===== config.mk =====
export PLATFORM = sky130hd
export DESIGN_NAME = hazard_forward_ctrl
export DESIGN_NICKNAME = d
export VERILOG_FILES = /design/src/rtl/hazard_forward_ctrl.sv
export SDC_FILE = /design/constraint.sdc
export NUM_CORES = 1
export LEC_CHECK = 0
export ABC_AREA = 1
export CAP_MARGIN = 5
export CORE_MARGIN = 5
export CORE_UTILIZATION = 30
export CTS_CLUSTER_DIAMETER = 100
export CTS_CLUSTER_SIZE = 12
export DETAILED_ROUTE_END_ITERATION = 12
export GPL_TIMING_DRIVEN = 0
export PLACE_DENSITY = 0.67
export SYNTH_ARGS = -nofsm -noshare
export SYNTH_HDL_FRONTEND = slang
export SYNTH_SLANG_ARGS = --single-unit

===== constraint.sdc =====
create_clock -name clk -period 1.68 [get_ports clk]
set_clock_uncertainty 0.05 [all_clocks]
set_input_delay 0.252 -clock clk [delete_from_list [all_inputs] [get_ports clk]]
set_output_delay 0.252 -clock clk [all_outputs]
set_load 0.1 [all_outputs]

===== src/rtl/hazard_forward_ctrl.sv =====
`default_nettype none
// ============================================================================
// Module      : hazard_forward_ctrl
// Description : Pipeline hazard controller for the 3-stage RAT pipeline
//               (fetch, decode/EX, writeback). Produces the per-port operand
//               bypass selects, detects load-use hazards and stalls for them,
//               squashes wrong-path fetches after a taken branch, and runs a
//               drain-then-inject interrupt sequence. It also keeps a
//               saturating count of fetch-stall cycles.
//
// Ports       : clk, rst        - clock, synchronous active-high reset
//               rd_addr/rd_en   - decode-stage register read ports
//               ex_wr_*         - EX-stage destination, write enable, load flag
//               wb_wr_*         - WB-stage destination, write enable
//               branch_taken    - EX-stage branch resolved taken
//               int_req         - level-sensitive interrupt request
//               int_enable      - interrupt enable (I flag)
//               fwd_sel         - 2 bits per port: 0 regfile, 1 EX, 2 WB
//               pc_inc/pc_load/pc_reset - PC controls
//               fetch_stall/fetch_flush - fetch latch hold / clear to NOP
//               dec_nop         - force NOP into the control vector
//               int_inject      - drive decoder INT
//               int_ack         - one-cycle interrupt acknowledge
//               stall_count     - saturating count of fetch_stall cycles
//
// Revision    : 1.0 - initial release
// ============================================================================
module hazard_forward_ctrl #(
    parameter int REG_AW       = 5,
    parameter int NUM_RD       = 2,
    parameter int FLUSH_CYCLES = 1,
    parameter int CNT_W        = 16
) (
    input  logic                     clk,
    input  logic                     rst,
    input  logic [NUM_RD*REG_AW-1:0] rd_addr,
    input  logic [NUM_RD-1:0]        rd_en,
    input  logic [REG_AW-1:0]        ex_wr_addr,
    input  logic                     ex_wr_en,
    input  logic                     ex_is_load,
    input  logic [REG_AW-1:0]        wb_wr_addr,
    input  logic                     wb_wr_en,
    input  logic                     branch_taken,
    input  logic                     int_req,
    input  logic                     int_enable,
    output logic [2*NUM_RD-1:0]      fwd_sel,
    output logic                     pc_inc,
    output logic                     pc_load,
    output logic                     pc_reset,
    output logic                     fetch_stall,
    output logic                     fetch_flush,
    output logic                     dec_nop,
    output logic                     int_inject,
    output logic                     int_ack,
    output logic [CNT_W-1:0]         stall_count
);

    localparam logic [1:0] c_ST_RUN        = 2'd0;
    localparam logic [1:0] c_ST_FLUSH      = 2'd1;
    localparam logic [1:0] c_ST_INT_DRAIN  = 2'd2;
    localparam logic [1:0] c_ST_INT_INJECT = 2'd3;

    // The branch cycle itself squashes one fetch, so FLUSH covers the rest.
    localparam logic [2:0] c_FLUSH_INIT = 3'(FLUSH_CYCLES - 1);
    localparam logic       c_MULTI_FLUSH = (FLUSH_CYCLES > 1);

    logic [1:0]       r_state;
    logic [1:0]       w_state_nxt;
    logic [2:0]       r_flush_cnt;
    logic [2:0]       w_flush_cnt_nxt;
    logic [CNT_W-1:0] r_stall_count;
    logic [NUM_RD-1:0] w_lu_hit;
    logic              w_load_use;

    // ------------------------------------------------------------------
    // Per-port bypass selection and load-use detection. A load in EX has
    // no result yet, so it never forwards from EX; it stalls instead and
    // the operand is picked up from WB on the following cycle.
    // ------------------------------------------------------------------
    genvar gi;
    generate
        for (gi = 0; gi < NUM_RD; gi++) begin : g_port
            logic [REG_AW-1:0] w_addr;
            logic              w_ex_match;
            logic              w_wb_match;

            assign w_addr     = rd_addr[gi*REG_AW +: REG_AW];
            assign w_ex_match = rd_en[gi] && ex_wr_en && (ex_wr_addr == w_addr);
            assign w_wb_match = rd_en[gi] && wb_wr_en && (wb_wr_addr == w_addr);
            assign w_lu_hit[gi] = w_ex_match && ex_is_load;

            always_comb begin
                fwd_sel[2*gi +: 2] = 2'd0;
                if (w_ex_match && !ex_is_load) begin
                    fwd_sel[2*gi +: 2] = 2'd1;
                end else if (w_wb_match) begin
                    fwd_sel[2*gi +: 2] = 2'd2;
                end
            end
        end : g_port
    endgenerate

    assign w_load_use = |w_lu_hit;

    // ------------------------------------------------------------------
    // State register
    // ------------------------------------------------------------------
    always_ff @(posedge clk) begin
        if (rst) begin
            r_state     <= c_ST_RUN;
            r_flush_cnt <= 3'd0;
        end else begin
            r_state     <= w_state_nxt;
            r_flush_cnt <= w_flush_cnt_nxt;
        end
    end

    // ------------------------------------------------------------------
    // Next state and pipeline control outputs
    // ------------------------------------------------------------------
    always_comb begin
        w_state_nxt     = r_state;
        w_flush_cnt_nxt = r_flush_cnt;
        pc_inc          = 1'b0;
        pc_load         = 1'b0;
        pc_reset        = 1'b0;
        fetch_stall     = 1'b0;
        fetch_flush     = 1'b0;
        dec_nop         = 1'b0;
        int_inject      = 1'b0;
        int_ack         = 1'b0;

        if (rst) begin
            pc_reset        = 1'b1;
            fetch_flush     = 1'b1;
            dec_nop         = 1'b1;
            w_state_nxt     = c_ST_RUN;
            w_flush_cnt_nxt = 3'd0;
        end else begin
            case (r_state)
                c_ST_RUN: begin
                    if (branch_taken) begin
                        pc_load     = 1'b1;
                        fetch_flush = 1'b1;
                        dec_nop     = 1'b1;
                        if (c_MULTI_FLUSH) begin
                            w_state_nxt     = c_ST_FLUSH;
                            w_flush_cnt_nxt = c_FLUSH_INIT;
                        end
                    end else if (w_load_use) begin
                        fetch_stall = 1'b1;
                        dec_nop     = 1'b1;
                    end else if (int_req && int_enable) begin
                        // The decoding instruction proceeds normally; the
                        // drain cycle that follows lets it retire from EX.
                        pc_inc      = 1'b1;
                        w_state_nxt = c_ST_INT_DRAIN;
                    end else begin
                        pc_inc = 1'b1;
                    end
                end

                c_ST_FLUSH: begin
                    fetch_flush = 1'b1;
                    dec_nop     = 1'b1;
                    pc_inc      = 1'b1;
                    if (r_flush_cnt <= 3'd1) begin
                        w_state_nxt     = c_ST_RUN;
                        w_flush_cnt_nxt = 3'd0;
                    end else begin
                        w_flush_cnt_nxt = r_flush_cnt - 3'd1;
                    end
                end

                c_ST_INT_DRAIN: begin
                    fetch_stall = 1'b1;
                    dec_nop     = 1'b1;
                    w_state_nxt = c_ST_INT_INJECT;
                end

                c_ST_INT_INJECT: begin
                    int_inject  = 1'b1;
                    int_ack     = 1'b1;
                    w_state_nxt = c_ST_RUN;
                end

                default: begin
                    w_state_nxt     = c_ST_RUN;
                    w_flush_cnt_nxt = 3'd0;
                end
            endcase
        end
    end

    // ------------------------------------------------------------------
    // Saturating stall-cycle counter
    // ------------------------------------------------------------------
    always_ff @(posedge clk) begin
        if (rst) begin
            r_stall_count <= '0;
        end else if (fetch_stall && (r_stall_count != {CNT_W{1'b1}})) begin
            r_stall_count <= r_stall_count + 1'b1;
        end
    end

    assign stall_count = r_stall_count;

endmodule : hazard_forward_ctrl
`default_nettype wire


==> metrics.md <==
| Metric | Value |
|---|---|
| Run status | finished, violations left |
| Failing checks | setup timing |
| CTS buffer count | 3 |
| Worst-margin pin slew | 0.550 ns |
| VDD IR max | 0.269 mV |
| R2R depth | 10 |
| GRT Total Usage | 0.137 |
| DRT Pass-1 Iters | 4 |
| DR WL/cell | 12.5 um |
| Clk_lat worst skew | 0.25 ns |
| Worst setup margin | -0.0484 ns |
| CP Depth | 5 |
| H-tree depth | 1 |
| GPL Wtd Cong | 0.813 |
| Synth Area per Inst | 6.61 sq um |
| Register area | 478 sq um |
| Share of cells above drive strength 1 | 0.557 |
| Nets | 391 |
| Register area share after synthesis | 0.237 |
| ANT nets after route | 0 |
| First-pass GRT wire length | 8.58 mm |
| Fill count | 563 |
| CP Capture Type | output port |
| Worst path arrival time | 1.43 ns |
| IO Pins | 58 |
| Final hold vios | 0 |
| Placeable Area | 5820 sq um |
| Pre-CTS setup slack | -1.56 ns |
| Die area | 7540 sq um |
| Met1 Usage GRT | 0.158 |
| DIE HEIGHT | 86.8 um |
| Hold crit path type | flop to flop |
| # setup viols final | 2 |
| DRC viols | 0 |
| Largest net degree at the start of global routing | 12 |
| Xor/xnor share of the synthesized area | 0.0643 |
| Synth Instances | 268 |
| Antenna violations before repair | 0 |
| Post-Syn Area | 1770 sq um |
| CP endpoint | fetch_stall |
| Vias/cell | 4.79 |
| DRT iter0 DRCs | 56 |
| Grt ovf | 0 |
| Synthesized flop and latch total | 21 |
| RSZ-0062 raised after global routing | yes |
| CP Launch Type | flop |
| Vias in the first global route | 2019 |
| Yosys cell types | 31 |
| Yosys warnings | 0 |
| Final worst path period need | 1.73 ns |
| Final Cycle Share | 1.03 |
| Clock transition at path regs | 0.08 ns |
| Fin Setup TNS | -0.0582 ns |
| CTS tree | built |
| RR Endpoint | stall_count[14]$_SDFFE_PP0P_ |
| Row Count | 28 |
| Met3 global-route usage | 0.0152 |
| I/O Buffers | 57 |
| Die width | 86.8 um |
| Adder-Cell Fraction of Synth Area | 0.0565 |
| Buf+Inv Stages, Crit Path | 2 |
| Routed WL | 5.33 mm |
| Crit. Startpoint | r_state[1]$_SDFFE_PP0P_ |
| Cell breakdown of the critical path | inv_4, ha_4, nand4_4, a21oi_4, buf_12 |
| Layout area overhead | 81.4% |
| Leakage | 1.30 nW |
| CP max FO | 6 |
| Worst reg2reg startpoint | stall_count[0]$_SDFFE_PP0P_ |
| Slew HR | 0.635 |
| Pwr dens | 493 nW/um^2 |
| Crit path kind | flop to output port |
| Area occupied by multi-input gates | 1460 sq um |
| Grt peak-use layer | met2 |
| Flop2flop setup slack | 0.03 ns |
| Max-cap violations | 0 |
| Initial Util | 0.304 |
| Simple-Gate Fraction of Synth Area | 0.412 |
| Via count | 2047 |
| Largest family of logic cells by synthesized area | simple AND/OR/NAND/NOR gates |
| Clock sinks | 21 |
| CTS root buffer | clkbuf_8 |
| Final HPWL DP | 3.93 mm |
| Grt met2 use | 0.266 |
| Synth top area cells | dfxtp_1 24%, nand2_1 14%, inv_1 7.8% |
| Max incr delay on CP | 0.37 ns |
| Critical path's top delay family | flip-flops |
| F_max | 579 MHz |
| Post-synthesis compound-gate area fraction | 0.112 |
| Diode count | 0 |
| Critical path's slowest cell | dfxtp_4 |
| Final Max Tran Viols | 0 |
| Synth top area share | 0.237 |
| Worst path required time | 1.38 ns |
| Net Count, Synth | 306 |
| Post-synthesis mux area share | 0 |
| Hold path start | stall_count[15]$_SDFFE_PP0P_ |
| Area leader, netlist | dfxtp_1 |
| Clock buffer depth | 2 |
[tightest hold or removal path, stage by stage (launching register included)]
cell	delay [ns]
dfxtp_2	0.35
nand2_2	0.07
a21oi_2	0.04
[synthesized netlist by cell type]
master and count:
nand2_1 68, inv_1 37, a21oi_1 23, dfxtp_1 21, nor2_1 21, nand4_1 18
nand3_1 11, nand2_2 9, ha_1 8, xnor2_1 7, xor2_1 6, o21ai_0 5
nor2_2 4, o22ai_1 4, buf_2 3, nand3_2 3, nor3_1 3, a21oi_2 2
buf_4 2, nand3_4 2, a221oi_1 1, buf_1 1, buf_12 1, buf_6 1
clkbuf_1 1, nand2_4 1, nand4_4 1, nor2_4 1, nor3_4 1, nor4_1 1
o31ai_1 1
[area by class of cell]
type | count | area share
buffer | 9 | 0.0347
sequential | 21 | 0.149
tap | 75 | 0.0292
clock buffer | 4 | 0.0140
timing repair buffer | 80 | 0.263
multi-input combinational | 201 | 0.455
inverter | 37 | 0.0557
[worst min path at each step]
stage / to / slack, ns / cells after the start
2_1_floorplan: r_flush_cnt[2]$_SDFFE_PP0P_ / 0.40 / 2
3_3_place_gp: r_flush_cnt[2]$_SDFFE_PP0P_ / 0.41 / 2
3_5_place_dp: r_flush_cnt[2]$_SDFFE_PP0P_ / 0.43 / 2
4_1_cts: r_flush_cnt[2]$_SDFFE_PP0P_ / 0.44 / 2
5_1_grt: stall_count[15]$_SDFFE_PP0P_ / 0.45 / 2
6_report: stall_count[15]$_SDFFE_PP0P_ / 0.44 / 2
[per-layer routing]
layer / vias to the layer above / part of all wire
met5: - / 0
met4: 0 / 0.0083
met3: 6 / 0.035
met2: 45 / 0.55
met1: 955 / 0.40
li1: 1041 / -
[flip-flops by register name, indices dropped and copies added, names as in the netlist]
register / flops
r_flush_cnt: 3
r_state: 2
stall_count: 16
[cells in the final DEF (no fill, tap or decap), drive strengths merged, types with 9 or more instances in the layout]
master         count
a21oi             25
buf               59
clkbuf             9
clkdlybuf4s15     18
dfxtp             21
inv               37
nand2             78
nand3             16
nand4             19
nor2              26
[per-stage QoR]
| stage | instances | area [sq um] | utilization | power, mW | hold WS (ns) |
|---|---|---|---|---|---|
| 2_1_floorplan | 268 | 2030 | - | 0.914 | 0.403 |
| 3_3_place_gp | 400 | 2700 | 0.464 | 1.09 | 0.412 |
| 3_5_place_dp | 400 | 2700 | 0.464 | 1.10 | 0.428 |
| 4_1_cts | 415 | 2940 | 0.506 | 1.52 | 0.439 |
| 5_1_grt | 427 | 3210 | 0.552 | 1.67 | 0.451 |
| 6_report | 427 | 3210 | 0.552 | 1.58 | 0.439 |
[power by group]
group          switching (mW)  internal, mW
combinational           0.434         0.312
sequential             0.0159         0.491
clock                   0.161         0.169
[repair_timing]
| action | CTS | global route |
|---|---|---|
| setup endpoints to repair | 46 | 21 |
| gates resized for setup | 260 | 52 |
| gates cloned | 0 | 1 |
| setup buffers | 11 | 11 |
| pin swaps | 24 | 21 |
| hold buffers | 0 | 0 |
[cell families (layout without fill, tap and decap cells)]
logic type / count (synthesis) / in the layout
AND/OR/NAND/NOR: 144 / 144
buffers and inverters: 46 / 130
AO/OA/AOI/OAI: 36 / 36
flip-flops: 21 / 21
XOR/XNOR: 13 / 13
adder cells (fa/ha/maj): 8 / 8
(Power assumes the default switching activity.)
